File: src/rtl/systolic_ctrl.sv
// Sequencing controller for an N x N systolic MAC array: clear, skewed operand feed, drain, capture.
// Optional build macro SYSTOLIC_CTRL_PERF_EN adds perf_cycles / perf_ops counters.
module systolic_ctrl #(
   parameter int N         = 4,
   parameter int KW        = 8,
   parameter int DRAIN_CYC = 2
) (
   input  logic              clk,
   input  logic              reset,
   input  logic              start,
   input  logic              abort,
   input  logic [KW-1:0]     k_len,
   output logic              busy,
   output logic              pe_clear,
   output logic [N-1:0]      a_rd_en,
   output logic [N*KW-1:0]   a_rd_addr,
   output logic [N-1:0]      b_rd_en,
   output logic [N*KW-1:0]   b_rd_addr,
   output logic [N*N-1:0]    pe_valid,
   output logic              y_capture,
   output logic              done
`ifdef SYSTOLIC_CTRL_PERF_EN
   ,
   output logic [31:0]       perf_cycles,
   output logic [15:0]       perf_ops
`endif
);

   // Step counter is wide enough for k = 2^KW-1 plus the full 2N-2 skew.
   localparam int TW  = KW + $clog2(2 * N) + 1;
   localparam int DCW = (DRAIN_CYC > 1) ? $clog2(DRAIN_CYC) : 1;

   typedef enum logic [2:0] {
      ST_IDLE,
      ST_CLEAR,
      ST_FEED,
      ST_DRAIN,
      ST_DONE
   } state_t;

   state_t            state_q, state_d;
   logic [TW-1:0]     t_q, t_d;
   logic [KW-1:0]     k_q, k_d;
   logic [DCW-1:0]    dc_q, dc_d;
   logic [TW-1:0]     t_last;

   logic              busy_q, busy_d;
   logic              clear_q, clear_d;
   logic [N-1:0]      a_en_q, a_en_d;
   logic [N*KW-1:0]   a_addr_q, a_addr_d;
   logic [N-1:0]      b_en_q, b_en_d;
   logic [N*KW-1:0]   b_addr_q, b_addr_d;
   logic [N*N-1:0]    valid_q, valid_d;
   logic              done_q, done_d;

`ifdef SYSTOLIC_CTRL_PERF_EN
   logic [31:0]       perf_cycles_q, perf_cycles_d;
   logic [15:0]       perf_ops_q, perf_ops_d;
`endif

   assign t_last = TW'(k_q) + TW'(2 * N - 3);

   always_comb begin
      state_d = state_q;
      t_d     = t_q;
      k_d     = k_q;
      dc_d    = dc_q;
      case (state_q)
         ST_IDLE: begin
            if (start && !abort) begin
               state_d = ST_CLEAR;
               k_d     = k_len;
            end
         end
         ST_CLEAR: begin
            t_d     = '0;
            state_d = (k_q == '0) ? ST_DONE : ST_FEED;
         end
         ST_FEED: begin
            if (t_q == t_last) begin
               state_d = ST_DRAIN;
               dc_d    = '0;
            end else begin
               t_d = t_q + TW'(1);
            end
         end
         ST_DRAIN: begin
            if (dc_q == DCW'(DRAIN_CYC - 1)) state_d = ST_DONE;
            else                             dc_d    = dc_q + DCW'(1);
         end
         ST_DONE:  state_d = ST_IDLE;
         default:  state_d = ST_IDLE;
      endcase
      if (abort && state_q != ST_IDLE) state_d = ST_IDLE;
   end

   // Outputs are decoded from the next state so they register in step with it.
   always_comb begin
      busy_d   = (state_d != ST_IDLE);
      clear_d  = (state_d == ST_CLEAR);
      done_d   = (state_d == ST_DONE);
      a_en_d   = '0;
      a_addr_d = '0;
      b_en_d   = '0;
      b_addr_d = '0;
      valid_d  = '0;
      if (state_d == ST_FEED) begin
         for (int i = 0; i < N; i++) begin
            if (t_d >= TW'(i) && t_d < TW'(i) + TW'(k_d)) begin
               a_en_d[i]              = 1'b1;
               a_addr_d[i*KW +: KW]   = KW'(t_d - TW'(i));
               b_en_d[i]              = 1'b1;
               b_addr_d[i*KW +: KW]   = KW'(t_d - TW'(i));
            end
         end
         for (int i = 0; i < N; i++) begin
            for (int j = 0; j < N; j++) begin
               if (t_d >= TW'(i + j) && t_d < TW'(i + j) + TW'(k_d))
                  valid_d[i*N + j] = 1'b1;
            end
         end
      end
   end

`ifdef SYSTOLIC_CTRL_PERF_EN
   always_comb begin
      perf_cycles_d = perf_cycles_q;
      perf_ops_d    = perf_ops_q;
      if (state_q == ST_IDLE && start && !abort) perf_cycles_d = '0;
      else if (state_q != ST_IDLE)               perf_cycles_d = perf_cycles_q + 32'd1;
      if (state_q == ST_DONE)                    perf_ops_d    = perf_ops_q + 16'd1;
   end
`endif

   always_ff @(posedge clk or posedge reset) begin
      if (reset) begin
         state_q  <= ST_IDLE;
         t_q      <= '0;
         k_q      <= '0;
         dc_q     <= '0;
         busy_q   <= 1'b0;
         clear_q  <= 1'b0;
         a_en_q   <= '0;
         a_addr_q <= '0;
         b_en_q   <= '0;
         b_addr_q <= '0;
         valid_q  <= '0;
         done_q   <= 1'b0;
`ifdef SYSTOLIC_CTRL_PERF_EN
         perf_cycles_q <= '0;
         perf_ops_q    <= '0;
`endif
      end else begin
         state_q  <= state_d;
         t_q      <= t_d;
         k_q      <= k_d;
         dc_q     <= dc_d;
         busy_q   <= busy_d;
         clear_q  <= clear_d;
         a_en_q   <= a_en_d;
         a_addr_q <= a_addr_d;
         b_en_q   <= b_en_d;
         b_addr_q <= b_addr_d;
         valid_q  <= valid_d;
         done_q   <= done_d;
`ifdef SYSTOLIC_CTRL_PERF_EN
         perf_cycles_q <= perf_cycles_d;
         perf_ops_q    <= perf_ops_d;
`endif
      end
   end

   assign busy      = busy_q;
   assign pe_clear  = clear_q;
   assign a_rd_en   = a_en_q;
   assign a_rd_addr = a_addr_q;
   assign b_rd_en   = b_en_q;
   assign b_rd_addr = b_addr_q;
   assign pe_valid  = valid_q;
   assign y_capture = done_q;
   assign done      = done_q;
`ifdef SYSTOLIC_CTRL_PERF_EN
   assign perf_cycles = perf_cycles_q;
   assign perf_ops    = perf_ops_q;
`endif

endmodule
File: config.mk
export PLATFORM = sky130hd
export DESIGN_NAME = systolic_ctrl
export DESIGN_NICKNAME = d
export VERILOG_FILES = /design/src/rtl/systolic_ctrl.sv
export SDC_FILE = /design/constraint.sdc
export NUM_CORES = 1
export LEC_CHECK = 0
export ABC_AREA = 1
export BUFFER_PORTS_ARGS = -buffer_cell sky130_fd_sc_hd__buf_2
export CORE_MARGIN = 5
export CORE_UTILIZATION = 35
export DETAILED_ROUTE_END_ITERATION = 10
export PLACE_DENSITY = 0.67
export SLEW_MARGIN = 5
export SYNTH_ARGS = -nofsm -noshare
export SYNTH_HDL_FRONTEND = slang
export SYNTH_SLANG_ARGS = --single-unit
File: constraint.sdc
create_clock -name clk -period 3.25 [get_ports clk]
set_input_delay 0.1625 -clock clk [delete_from_list [all_inputs] [get_ports clk]]
set_output_delay 0.1625 -clock clk [all_outputs]
set_load 0.01 [all_outputs]
==> flow_summary.ini <==
[status]
status = finished, violations left
violations = setup timing

[die]
rows = 47
coreArea_um2 = 16470
die_x_um = 139.3
io_pins = 104
die_y_um = 139.3
die_area_um2 = 19390
initial_core_util = 0.3552

[synth]
synth_warnings = 0
ys_top_cells_by_count = nand2_1 (187), inv_1 (87), dfrtp_1 (66)
yosys.area.top_type = dfrtp_1
synth.cell_area_um2 = 5848
synthCells = 763
ys.flop_type = dfrtp_1
async_flop_share = 1.000
synth_nets = 837
ys_seq_area_frac = 0.2824
synthTopCellsByArea = dfrtp_1 (28%), ha_1 (13%), nand2_1 (12%)
avgSynthCellArea_um2 = 7.665
synth_most_common_cell = nand2_1
synth_edf_count = 0
ys_types = 43
synth_top_area_share = 0.2824
ys_ff_latch = 66

[critical_path]
required_ns = 3.51
startpoint_type = flip-flop
endpoint_kind = flip-flop
worstPathArrival_ns = 3.56
worst_r2r_path_depth = 21
cp_max_fo = 7
critical_path_class = flip-flop to flip-flop

[layout]
n_fill_cell = 1587
fin_area_um2 = 7511
multi_input_area_um2 = 3807
regArea_um2 = 1654
diodes = 0
layout-drive-gt1-share = 0.3960
nNetsFinal = 968
syn_to_final_growth_pct = 28.43

[placement]
dpl.hpwl_um = 11980
portBuffers = 103
postPlaceCellArea_um2 = 6524
gp_congestion = 0.9310

[routing]
wl_met1_um = 6795
via_per_inst = 4.817
finalWirelength_um = 16390
via_count = 5390
drt-initial-drc-count = 330
wl_met2_um = 8188
drtAntennaViolNets = 0
route.detailed.wl_per_inst_um = 14.64
wl_met3_um = 994
drc_errors = 0
top_layer_used = met4
drt_pre_antenna_iters = 6

[timing]
timing.hold.ws_ns = 0.1325
fin_ws_ns = -0.04586
relSlewSlack = 0.5974
finalSetupViolCount = 5
final.setup.tns_ns = -0.1508
min_period_over_period = 1.014
rsz0062_at_grt = yes
fin_worst_skew_ns = 0.008430
slew_violations = 0
fmax_ghz = 0.3034
hold_violations = 0
worstMarginPinSlew_ns = 0.6030
fin_crit_ns = 3.296

[clocking]
numClockSinks = 66
cts_max_path_buffers = 2
cts_tree = done
cts_made_buffers = 9
root_buffer = clkbuf_16
clk_pin_slew_ns = 0.06
clock_latency_ns = 0.34
htreeDepth = 3

[power]
power.leakage_uw = 0.004230
vdd_drop_max_mv = 0.3532
powerDensity_nw_per_um2 = 1096

[grt]
antenna_found_initial = 0
grt_pass1_wl_um = 25050
grt_remaining_overflow = 0
grt_start_max_net_pins = 40
track_usage = 0.1572
grt_pass1_vias = 5083

[hold_path]
timing.hold.worst_path_depth = 3
hp-class = primary input to flip-flop

[run]
maxCapViolations = 0
==> registers in the layout, summed over array words and instances, names as in the netlist <==
name / count
b_rd_addr: 32
busy: 1
dc_q: 1
done: 1
k_q: 8
pe_clear: 1
pe_valid: 7
state_q: 3
t_q: 12
==> kinds of logic (layout without fill, tap and decap cells) <==
kind of cell / Yosys count / after routing / synth area share
flops: 66 / 66 / 0.2824
fa+ha+maj: 62 / 62 / 0.1326
compound gates: 51 / 51 / 0.05242
simple gates: 373 / 378 / 0.3203
xor+xnor: 48 / 48 / 0.07189
buf+inv: 163 / 294 / 0.1403
==> worst max-delay path, stage by stage, from the launching register on <==
cell	delay [ns]
dfrtp_1	0.42
inv_2	0.10
ha_4	0.21
inv_2	0.04
nand2_1	0.04
nand2_1	0.08
nand3_2	0.10
nor2_4	0.13
nand3_2	0.09
nor2_4	0.16
nand3_4	0.13
nand3_2	0.09
o21ai_2	0.06
nand2_2	0.12
clkinvlp_4	0.23
buf_4	0.21
ha_1	0.30
a21oi_1	0.19
nand2_2	0.13
nand3_4	0.14
nand3_4	0.12
nor2_1	0.12
==> area by class of cell <==
| type | instances | area share |
|---|---|---|
| inverter | 107 | 0.05397 |
| tap | 220 | 0.03665 |
| multi-input combinational | 539 | 0.5069 |
| timing repair buffer | 171 | 0.1399 |
| clock buffer | 9 | 0.02999 |
| sequential | 66 | 0.2202 |
| clock inverter | 7 | 0.01233 |
==> report_power, final <==
part	internal [µW]	leakage [µW]	switching [µW]	total, µW
sequential	1080	0.000874	219	1300
combinational	2280	0.00320	3610	5890
clock	671	0.000160	368	1040
==> routing by layer <==
layer,GRT usage,up-vias
met1,0.1940,2531
li1,-,2638
met2,0.2740,185
met5,0,-
met4,0.05819,0
met3,0.02813,36
==> timing repair <==
| item | CTS | global route |
|---|---|---|
| endpoints found under the setup margin | 32 | 39 |
| resized for setup | 7 | 90 |
| gates cloned | 1 | 4 |
| hold buffers | 1 | 0 |
| hold endpoints to repair | 27 | 0 |
| buffers inserted | 3 | 24 |
| pin swaps | 2 | 41 |
==> layout by cell type (no fill, tap or decap), drive strengths merged <==
cell type    count
o22ai            1
nor4             2
clkbuf           9
nor3            12
o211a            1
clkinvlp         1
nor2            86
inv            105
o211ai           2
nand3           56
nand2          206
nand4           13
clkinv           6
buf            170
o21ai           20
ha              62
bufinv           2
dfrtp           66
a21oi           25
xor2            45
xnor2            3
nand3b           1
a21boi           1
or2              2
dlygate4sd3      1
a211o            1
==> path summary, 6_finish.rpt <==
path,start,end,slack [ns]
worst min register to register,dc_q$_DFFE_PP0P_,dc_q$_DFFE_PP0P_,0.51
max in group asynchronous,reset,b_rd_addr[12]$_DFF_PP0_,1.90
worst max register to register,k_q[1]$_DFF_PP0_,b_rd_addr[6]$_DFF_PP0_,-0.05
worst min-delay path,k_len[2],k_q[2]$_DFF_PP0_,0.13
min in group asynchronous,reset,done$_DFF_PP0_,0.45
worst max-delay path,k_q[1]$_DFF_PP0_,b_rd_addr[6]$_DFF_PP0_,-0.05
==> metrics by stage <==
stage,instances,util,setup slack [ns],total power [µW]
after global routing,1119,0.4562,-0.1654,8954
final,1119,0.4562,-0.04586,8230
after floorplan,763,-,0.1479,4996
after detailed placement,1070,0.3962,-0.06668,6291
after CTS,1091,0.4201,-0.01150,7454
after global placement,1070,0.3962,-0.02274,6239
(Power assumes the default switching activity.)
